**src/rtl/axi_mm_axis_reader_pkg.sv**
```systemverilog
// Shared AXI encodings, 4 KiB boundary and FSM state type for the memory-to-stream reader.
package axi_mm_axis_reader_pkg;

    localparam logic [1:0] AXI_BURST_INCR  = 2'b01;
    localparam logic [1:0] AXI_RESP_OKAY   = 2'b00;
    localparam logic [1:0] AXI_RESP_SLVERR = 2'b10;
    localparam logic [1:0] AXI_RESP_DECERR = 2'b11;

    localparam int unsigned BOUNDARY_4K = 4096;

    typedef enum logic [1:0] {
        StIdle,
        StAr,
        StR
    } state_t;

endpackage

```
**src/rtl/axi_mm_axis_reader_skid_buf.sv**
```systemverilog
// Two-entry registered skid buffer; the output is always driven straight from a register.
module axi_mm_axis_reader_skid_buf #(
    parameter int unsigned WIDTH = 8
) (
    input  logic             clk,
    input  logic             rst_n,
    input  logic [WIDTH-1:0] in_data,
    input  logic             in_valid,
    output logic             in_full,
    output logic [WIDTH-1:0] out_data,
    output logic             out_valid,
    input  logic             out_ready
);

    logic [WIDTH-1:0] mem_q [2];
    logic [1:0]       count_q;
    logic             push;
    logic             pop;
    logic             wr_hi;

    assign out_data  = mem_q[0];
    assign out_valid = (count_q != 2'd0);
    assign in_full   = (count_q == 2'd2);
    assign pop       = out_valid & out_ready;
    // A push while full is only legal when the head leaves in the same cycle.
    assign push      = in_valid & (!in_full | pop);
    assign wr_hi     = (count_q == 2'd2) | ((count_q == 2'd1) & !pop);

    always_ff @(posedge clk or negedge rst_n) begin
        if (!rst_n) begin
            mem_q[0] <= '0;
            mem_q[1] <= '0;
            count_q  <= 2'd0;
        end else begin
            if (pop) begin
                mem_q[0] <= mem_q[1];
            end
            if (push) begin
                if (wr_hi) begin
                    mem_q[1] <= in_data;
                end else begin
                    mem_q[0] <= in_data;
                end
            end
            count_q <= count_q + 2'(push) - 2'(pop);
        end
    end

endmodule

```
**src/rtl/axi_mm_axis_reader.sv**
```systemverilog
// Fetches a byte range over AXI4 INCR read bursts and emits it as one AXI-Stream packet.
module axi_mm_axis_reader
    import axi_mm_axis_reader_pkg::*;
#(
    parameter int unsigned DATA_WIDTH    = 512,
    parameter int unsigned KEEP_WIDTH    = DATA_WIDTH / 8,
    parameter int unsigned ADDR_WIDTH    = 34,
    parameter int unsigned ID_WIDTH      = 8,
    parameter int unsigned LEN_WIDTH     = 20,
    parameter int unsigned MAX_BURST_LEN = 16
) (
    input  logic                  clk,
    input  logic                  rst_n,
    input  logic [ADDR_WIDTH-1:0] cmd_addr,
    input  logic [LEN_WIDTH-1:0]  cmd_len,
    input  logic                  cmd_valid,
    output logic                  cmd_ready,
    output logic                  busy,
    output logic                  error,
    output logic [ID_WIDTH-1:0]   m_axi_arid,
    output logic [ADDR_WIDTH-1:0] m_axi_araddr,
    output logic [7:0]            m_axi_arlen,
    output logic [2:0]            m_axi_arsize,
    output logic [1:0]            m_axi_arburst,
    output logic                  m_axi_arlock,
    output logic [3:0]            m_axi_arcache,
    output logic [2:0]            m_axi_arprot,
    output logic                  m_axi_arvalid,
    input  logic                  m_axi_arready,
    input  logic [ID_WIDTH-1:0]   m_axi_rid,
    input  logic [DATA_WIDTH-1:0] m_axi_rdata,
    input  logic [1:0]            m_axi_rresp,
    input  logic                  m_axi_rlast,
    input  logic                  m_axi_rvalid,
    output logic                  m_axi_rready,
    output logic [DATA_WIDTH-1:0] m_axis_tdata,
    output logic [KEEP_WIDTH-1:0] m_axis_tkeep,
    output logic                  m_axis_tlast,
    output logic                  m_axis_tvalid,
    input  logic                  m_axis_tready
);

    localparam int unsigned OFF_W  = $clog2(KEEP_WIDTH);
    localparam int unsigned BLEN_W = 9;
    localparam int unsigned SKID_W = DATA_WIDTH + KEEP_WIDTH + 1;

    state_t                state_q;
    logic [ADDR_WIDTH-1:0] addr_q;
    logic [LEN_WIDTH-1:0]  beats_left_q;
    logic [LEN_WIDTH-1:0]  out_left_q;
    logic [BLEN_W-1:0]     burst_rem_q;
    logic [KEEP_WIDTH-1:0] keep_last_q;
    logic                  error_q;
    logic                  arvalid_q;
    logic [ADDR_WIDTH-1:0] araddr_q;
    logic [7:0]            arlen_q;

    logic                  cmd_fire;
    logic                  r_fire;
    logic                  issue;
    logic                  skid_full;
    logic                  skid_valid;
    logic                  last_beat;
    logic [LEN_WIDTH:0]    len_round;
    logic [LEN_WIDTH-1:0]  cmd_beats;
    logic [OFF_W-1:0]      rem;
    logic [KEEP_WIDTH-1:0] cmd_keep;
    logic [ADDR_WIDTH-1:0] calc_addr;
    logic [LEN_WIDTH-1:0]  calc_left;
    logic [12:0]           to_bnd;
    logic [BLEN_W-1:0]     blen;
    logic [SKID_W-1:0]     skid_in;
    logic [SKID_W-1:0]     skid_out;
    logic                  unused_ok;

    assign unused_ok = ^{m_axi_rid, m_axi_rlast, m_axi_rresp[0]};

    assign cmd_ready    = (state_q == StIdle) & !skid_valid;
    assign busy         = (state_q != StIdle) | skid_valid;
    assign error        = error_q;
    assign m_axi_rready = (state_q == StR) & !skid_full;
    assign cmd_fire     = cmd_valid & cmd_ready;
    assign r_fire       = m_axi_rvalid & m_axi_rready;
    assign last_beat    = (out_left_q == LEN_WIDTH'(1));

    assign m_axi_arid    = '0;
    assign m_axi_araddr  = araddr_q;
    assign m_axi_arlen   = arlen_q;
    assign m_axi_arsize  = 3'(OFF_W);
    assign m_axi_arburst = AXI_BURST_INCR;
    assign m_axi_arlock  = 1'b0;
    assign m_axi_arcache = 4'd0;
    assign m_axi_arprot  = 3'd0;
    assign m_axi_arvalid = arvalid_q;

    assign len_round = {1'b0, cmd_len} + (LEN_WIDTH + 1)'(KEEP_WIDTH - 1);
    assign cmd_beats = LEN_WIDTH'(len_round >> OFF_W);
    assign rem       = cmd_len[OFF_W-1:0];

    always_comb begin
        cmd_keep = '0;
        for (int i = 0; i < int'(KEEP_WIDTH); i++) begin
            cmd_keep[i] = (rem == '0) || ((OFF_W + 1)'(i) < {1'b0, rem});
        end
    end

    // Next burst: limited by remaining beats, max burst length and the next 4 KiB boundary.
    always_comb begin
        calc_addr = (state_q == StIdle) ? cmd_addr : addr_q;
        calc_left = (state_q == StIdle) ? cmd_beats : beats_left_q;
        to_bnd    = (13'(BOUNDARY_4K) - {1'b0, calc_addr[11:0]}) >> OFF_W;
        blen      = BLEN_W'(MAX_BURST_LEN);
        if (calc_left < LEN_WIDTH'(blen)) begin
            blen = BLEN_W'(calc_left);
        end
        if ({4'b0, blen} > to_bnd) begin
            blen = BLEN_W'(to_bnd);
        end
    end

    assign issue = ((state_q == StIdle) & cmd_fire & (cmd_len != '0)) |
                   ((state_q == StR) & r_fire & (burst_rem_q == BLEN_W'(1)) &
                    (beats_left_q != '0));

    always_ff @(posedge clk or negedge rst_n) begin
        if (!rst_n) begin
            state_q      <= StIdle;
            addr_q       <= '0;
            beats_left_q <= '0;
            out_left_q   <= '0;
            burst_rem_q  <= '0;
            keep_last_q  <= '0;
            error_q      <= 1'b0;
            arvalid_q    <= 1'b0;
            araddr_q     <= '0;
            arlen_q      <= '0;
        end else begin
            if (r_fire) begin
                burst_rem_q <= burst_rem_q - BLEN_W'(1);
                out_left_q  <= out_left_q - LEN_WIDTH'(1);
                if (m_axi_rresp[1]) begin
                    error_q <= 1'b1;
                end
            end
            unique case (state_q)
                StIdle: begin
                    if (cmd_fire) begin
                        error_q     <= 1'b0;
                        out_left_q  <= cmd_beats;
                        keep_last_q <= cmd_keep;
                    end
                end
                StAr: begin
                    if (m_axi_arready) begin
                        arvalid_q <= 1'b0;
                        state_q   <= StR;
                    end
                end
                StR: begin
                    // Burst end follows the internal beat count; rlast is not trusted.
                    if (r_fire && burst_rem_q == BLEN_W'(1) && beats_left_q == '0) begin
                        state_q <= StIdle;
                    end
                end
                default: state_q <= StIdle;
            endcase
            if (issue) begin
                arvalid_q    <= 1'b1;
                araddr_q     <= calc_addr;
                arlen_q      <= 8'(blen - BLEN_W'(1));
                burst_rem_q  <= blen;
                beats_left_q <= calc_left - LEN_WIDTH'(blen);
                addr_q       <= calc_addr + (ADDR_WIDTH'(blen) << OFF_W);
                state_q      <= StAr;
            end
        end
    end

    assign skid_in = {m_axi_rdata, last_beat ? keep_last_q : {KEEP_WIDTH{1'b1}}, last_beat};

    axi_mm_axis_reader_skid_buf #(
        .WIDTH(SKID_W)
    ) u_skid (
        .clk      (clk),
        .rst_n    (rst_n),
        .in_data  (skid_in),
        .in_valid (r_fire),
        .in_full  (skid_full),
        .out_data (skid_out),
        .out_valid(skid_valid),
        .out_ready(m_axis_tready)
    );

    assign m_axis_tvalid = skid_valid;
    assign m_axis_tdata  = skid_out[SKID_W-1 -: DATA_WIDTH];
    assign m_axis_tkeep  = skid_out[KEEP_WIDTH:1];
    assign m_axis_tlast  = skid_out[0];

endmodule

```
**config.mk**
```make
export PLATFORM = sky130hd
export DESIGN_NAME = axi_mm_axis_reader
export DESIGN_NICKNAME = d
export VERILOG_FILES = /design/src/rtl/axi_mm_axis_reader_pkg.sv /design/src/rtl/axi_mm_axis_reader_skid_buf.sv /design/src/rtl/axi_mm_axis_reader.sv
export SDC_FILE = /design/constraint.sdc
export NUM_CORES = 2
export LEC_CHECK = 0
export CORE_AREA = 5 5 470 472
export DETAILED_ROUTE_END_ITERATION = 6
export DIE_AREA = 0 0 475 477
export MAX_ROUTING_LAYER = met4
export SYNTH_ARGS = -nofsm -noshare
export SYNTH_HDL_FRONTEND = slang
export SYNTH_HIERARCHICAL = 1
export SYNTH_SLANG_ARGS = --single-unit
```
**constraint.sdc**
```tcl
create_clock -name clk -period 7.07 [get_ports clk]
set_input_delay 0.707 -clock clk [delete_from_list [all_inputs] [get_ports clk]]
set_output_delay 0.707 -clock clk [all_outputs]
set_load 0.005 [all_outputs]
```
---- After elaboration in Yosys (flattened, before gate mapping) ----
Cells that the tools add are included.
word-level totals
  word-level logic and storage cells ...... 219
  input port bits ......................... 583
  output and inout port bits .............. 646
  register bits ........................... 1349
cells by class
  reduce and logical (&&, ||, !) cells .... 82
  bitwise gates (word level) .............. 16
  $add $sub $neg .......................... 9
  equality and inequality tests ........... 9
  muxes and demuxes ....................... 25
  $lt $le $gt $ge ......................... 65
operator list
  cell                                                         count
  2-to-1 mux 577 bit                                           3
  2-to-1 mux 1154 bit                                          1
  less-than comparator 6 bit, first input constant             31
  less-than comparator 5 x 6 -> 1 bit, first input constant    16
  2-to-1 mux 20 bit                                            4
  2-to-1 mux 64 bit                                            1
  logical OR 1 bit                                             63
  less-than comparator 4 x 6 -> 1 bit, first input constant    8
  nonzero test 20 bit                                          2
  2-to-1 mux 9 bit                                             4
  adder 34 x 15 -> 34 bit                                      1
  2-to-1 mux 34 bit                                            1
  less-than comparator 3 x 6 -> 1 bit, first input constant    4
  adder 20 x 6 -> 21 bit, second input constant                1
  equality test 20 x 1 -> 1 bit, second input constant         1
  logical NOT 20 bit                                           1
  less-than comparator 20 x 5 -> 1 bit, second input constant  1
  subtractor 20 x 1 -> 20 bit, second input constant           1
  subtractor 20 x 9 -> 20 bit                                  1
  subtractor 13 x 12 -> 13 bit, first input constant           1
  AND 1 bit                                                    12
  less-than comparator 1 x 6 -> 1 bit, first input constant    2
  less-than comparator 2 x 6 -> 1 bit, first input constant    2
  nonzero test 2 bit                                           5
  other kinds (21)                                             39

---- Depth between registers and ports, before layout ----
  depth in word-level cells ............... 10
  depth in mapped cells ................... 28
  depth with buffers taken out ............ 25

---- Hierarchy ----
The synthesis kept the hierarchy.
modules (own cells, without submodules)
  module                       seq. area each (um^2)  area each (um^2)  times used  cells an instance
  axi_mm_axis_reader_skid_buf  28927.7                56312.8           1           3672
  axi_mm_axis_reader           4679.5                 11873.9           1           1426

---- Worst setup path before layout ----
OpenSTA, ideal clock, no wires.
  kind .................................... input -> register
  start ................................... input port cmd_len[0]
  end ..................................... register addr_q[32]
  setup time .............................. 94 ps
  slack ................................... 354 ps
  required time ........................... 6976 ps
  stages on the path ...................... 26
  path buffers ............................ 3
  data arrival time ....................... 6622 ps
  cells stage by stage .................... buf_2 nor4_4 a211oi_4 and4_1 o31ai_4 o2111ai_2 or2_1 buf_2 nor2_1 ha_1 nor2b_1 o31ai_1 a21oi_1 o31a_1 clkbuf_1 o31ai_2 inv_1 fa_1 nor2b_1 o21ai_0 a21boi_0 o31a_1 o21ai_0 or4b_1 mux2_1 a211oi_1
between the ends
  word-level cells in the longest chain between the ends .. 7
ends and longest elaborated chain
  what                                    RTL line                   text
  start: declaration                      axi_mm_axis_reader.sv:15   input logic [LEN_WIDTH-1:0] cmd_len,
  adder 20 x 6 -> 21 bit                  axi_mm_axis_reader.sv:96   assign len_round = {1'b0, cmd_len} + (LEN_WIDTH + 1)'(KEEP_WIDTH - 1);
  2-to-1 mux 20 bit                       axi_mm_axis_reader.sv:110  calc_left = (state_q == StIdle) ? cmd_beats : beats_left_q;
  less-than comparator 20 x 5 -> 1 bit    axi_mm_axis_reader.sv:113  if (calc_left < LEN_WIDTH'(blen)) begin
  2-to-1 mux 9 bit                        axi_mm_axis_reader.sv:113
  greater-than comparator 9 x 7 -> 1 bit  axi_mm_axis_reader.sv:116  if ({4'b0, blen} > to_bnd) begin
  2-to-1 mux 9 bit                        axi_mm_axis_reader.sv:116
  adder 34 x 15 -> 34 bit                 axi_mm_axis_reader.sv:173  addr_q <= calc_addr + (ADDR_WIDTH'(blen) << OFF_W);
  end signal: assignment                  axi_mm_axis_reader.sv:173
  end: declaration                        axi_mm_axis_reader.sv:48   logic [ADDR_WIDTH-1:0] addr_q;
Parallel ways exist; a longest one is shown, timed or not.
A chain may end at the register's enable or synchronous reset.

---- Final worst setup path ----
  start ................................... register beats_left_q[15]
  end ..................................... register addr_q[32]
between the ends
  word-level cells in the longest chain between the ends .. 6
ends and longest elaborated chain
  what                                    RTL line                   text
  start: declaration                      axi_mm_axis_reader.sv:49   logic [LEN_WIDTH-1:0] beats_left_q;
  start signal: assignment                axi_mm_axis_reader.sv:172  beats_left_q <= calc_left - LEN_WIDTH'(blen);
  2-to-1 mux 20 bit                       axi_mm_axis_reader.sv:110
  less-than comparator 20 x 5 -> 1 bit    axi_mm_axis_reader.sv:113
  2-to-1 mux 9 bit                        axi_mm_axis_reader.sv:113
  greater-than comparator 9 x 7 -> 1 bit  axi_mm_axis_reader.sv:116
  2-to-1 mux 9 bit                        axi_mm_axis_reader.sv:116
  adder 34 x 15 -> 34 bit                 axi_mm_axis_reader.sv:173
Parallel ways exist; a longest one is shown, timed or not.

==> flow_summary.ini <==
[floorplanning]
die-area_um2 = 227000
start_util_pct = 31.6
io_pins = 1229
dieHeight_um = 477
rows = 171
die_x_um = 475
core_area_um2 = 216000

[placed_design]
gp_congestion = 0.896
post-place-ws_ns = -0.298
port_buffers = 1197
dp_hpwl_um = 152000

[detailed_routing]
avgViaCountPerCell = 4.68
wl_per_cell_um = 23.6
wl_um = 208000
route.detailed.drc = 0
dr.pass1.iters = 6
vias = 41268
antenna_left = 0
drt_iter0_markers = 2424

[logic_synthesis]
synth_top_area_cell = dfrtp_1
ys.flop_type = dfrtp_1
synth.distinct_cells = 84
synth-seq-area-share_pct = 49.3
synth_top_cell_area_share_pct = 49.3
syn_area_um2 = 68200
yosys-top-cells-area = dfrtp_1, mux2_2, mux2_4
syn_inst = 5098
synth-async-reset-ratio_pct = 100
avgSynthCellArea_um2 = 13.4
ys_warn_count = 6
synth_edf_count = 0
synth-seq-cells = 1343

[clocking]
cts_buffers = 158
htreeDepth = 4
clock_path_buffers = 3
clk_latency_ns = 0.80
clkSinkCount = 1343
cts_root_buf = clkbuf_16
cts_tree = built
path_clk_slew_ns = 0.06
cts_setup_buffers = 0

[critical_path]
path_cells = or4_1, or3_1, nand2b_1, a32oi_1, o2111ai_2, or2_1, nor2_1, ha_1, nor2b_1, o31ai_1, a21oi_1, o31a_1, o41ai_2, ha_1, inv_1, fa_1, nor2b_1, o21ai_0, a21boi_1, o31a_1, o21ai_0, or4b_1, mux2_1, a211oi_1
required_ns = 7.77
critPathMaxFanout = 5
slowest_stage = or4b_1
worstPathArrival_ns = 7.38
worstSetupPathType = flop to flop
cp-end-kind = flop
max_stage_delay_ns = 0.63
crit_family = compound AO/OA/AOI/OAI gates
path_buf_inv = 1
start_kind = flop

[timing]
tns_ns = 0
slew_headroom_pct = 13.9
fmax_mhz = 150
fin_crit_ns = 6.68
final.setup.worst_slack_ns = 0.391
finClkSkew_ns = 0.0306
setup_viol = 0
finalCritPeriodShare_pct = 94.5
hold_viol = 0
maxSlewViolCount = 0
tightest_slew_ns = 1.29
timing.hold.ws_ns = 0.463
rsz0062_at_grt = true

[global_route]
grt_antenna_before_repair = 82
grt_pass1_wl_um = 305000
grt_usage_pct = 18.4
grt_pass1_vias = 44003
grt_max_degree = 159
overflow = 0

[flow_run]
drv_cap = 0

[power_and_ir_drop]
power_density_nw_per_um2 = 450
internal_power_uw = 26400
p_comb_share_pct = 42.4
pwr-share-seq_pct = 35.4
p_sw_uw = 11600
irDropWorstVdd_mv = 0.237
clockPowerShare_pct = 22.2
switching_share_pct = 30.6
p_leak_uw = 0.0380
fin_total_pwr_uw = 38100

[final_layout]
layout-drive-gt1-share_pct = 37.2
final_nets = 6388
area_delta_synth_final_pct = 24.2

[hold_path]
min_path_type = flop to flop

[outcome]
status = completed
-- repair_timing --
action | CTS | global route
hold endpoints to repair | 90 | 0
setup endpoints to repair | 0 | 2
hold buffers | 1 | 0
resized for setup | 0 | 2
-- state kept, by name, indices dropped and copies added (netlist names), 9 cells and up --
signal	cells
m_axi_araddr	28
out_left_q	20
beats_left_q	20
burst_rem_q	9
u_skid/mem_q	577
addr_q	34
u_skid/out_data	577
keep_last_q	64
-- power groups by stage --
stage	clock (uW)	sequential, uW	combinational (uW)
2_1_floorplan	0	12800	11800
3_3_place_gp	0	13400	16000
3_5_place_dp	0	13500	16300
4_1_cts	8750	13500	16400
5_1_grt	9040	13900	17400
6_report	8460	13500	16100
-- layout by cell type, fill, tap and decap left out, types with 9 or more instances in the layout --
cell type,count
a21o_1,13
a21oi_1,79
a31oi_1,38
and2_1,11
buf_12,19
buf_4,152
bufinv_16,14
clkbuf_1,38
clkbuf_16,163
clkbuf_8,30
clkdlybuf4s50_1,1196
clkinv_2,25
conb_1,27
dfrtp_1,1343
diode_2,71
ha_1,31
inv_1,38
mux2_2,1208
mux2_4,530
mux2i_1,24
nand2_1,215
nand2b_1,82
nand3_1,33
nor2_1,154
nor2b_1,9
nor3_1,26
nor4_1,20
o211ai_1,10
o21ai_0,95
o31ai_1,17
or3_1,15
or4_1,9
xnor2_1,47
xor2_1,22
-- final timing paths --
kind	startpoint	cells after the start	slack [ns]	endpoint
worst max-delay path	beats_left_q[15]$_DFFE_PN0P_	24	0.39	addr_q[32]$_DFFE_PN0P_
worst min-delay path	keep_last_q[50]$_DFFE_PN0P_	2	0.46	keep_last_q[50]$_DFFE_PN0P_
worst max register to register	beats_left_q[15]$_DFFE_PN0P_	24	0.39	addr_q[32]$_DFFE_PN0P_
worst min register to register	keep_last_q[50]$_DFFE_PN0P_	2	0.46	keep_last_q[50]$_DFFE_PN0P_
max in group asynchronous	rst_n	4	4.59	u_skid/mem_q[500]$_DFFE_PN0P_
min in group asynchronous	rst_n	2	0.49	m_axi_arlen[0]$_DFFE_PN0P_
-- routing by layer --
metal / up-vias / GRT usage (%) / part of all wire (%)
li1: 18707 / - / -
met1: 21134 / 21.8 / 42
met2: 1225 / 29.8 / 48
met3: 202 / 6.61 / 8.2
met4: 0 / 4.39 / 1.6
met5: - / - / 0
-- cells by family (layout without fill, tap and decap cells) --
kind of cell | count (synthesis) | after routing | share of synthesized area (%)
muxes | 1765 | 1765 | 32.0
and+or+nand+nor | 630 | 630 | 4.48
AOI/OAI and AO/OA | 337 | 337 | 3.19
DFF | 1343 | 1343 | 49.3
buffers and inverters | 919 | 1693 | 9.50
other | 2 | 98 | 0.0110
adders and majority gates | 33 | 33 | 0.628
xor gates and xnor gates | 69 | 69 | 0.886
-- cell usage after synthesis (31+ instances only) --
cell type,count
clkbuf_1,62
o21ai_0,96
nor2_1,155
mux2_4,530
a31oi_1,38
nand2b_1,82
nand3_1,33
buf_2,85
a21oi_1,79
buf_6,60
nand2_1,217
ha_1,31
inv_1,38
dfrtp_1,1343
mux2_2,1208
xnor2_1,47
buf_4,658
-- through the flow --
step / instance area (um^2) / std cells / utilization (%)
after global routing: 84700 / 8817 / 39.2
after floorplan: 68300 / 5123 / -
final: 84700 / 8822 / 39.2
after CTS: 84500 / 8751 / 39.1
after global placement: 79100 / 8465 / 36.6
after detailed placement: 79100 / 8465 / 36.6
-- worst reg2reg max path, delay by kind of cell, from the launching register on --
family	cells	cell delay, ns
buffers and inverters	1	0.06
AOI/OAI and AO/OA	11	2.45
and+or+nand+nor	8	2.43
DFF	1	0.43
adders and majority gates	3	0.87
muxes	1	0.33
-- layout make-up --
cell class | instances | area [um^2]
Fill cell | 20316 | 131000
Sequential cell | 1343 | 33600
Multi-Input combinational cell | 2861 | 28200
Timing Repair Buffer | 1369 | 13500
Clock buffer | 231 | 4630
Tap cell | 2854 | 3570
Clock inverter | 54 | 752
Antenna cell | 71 | 178
Inverter | 39 | 146
(Power assumes the default switching activity.)
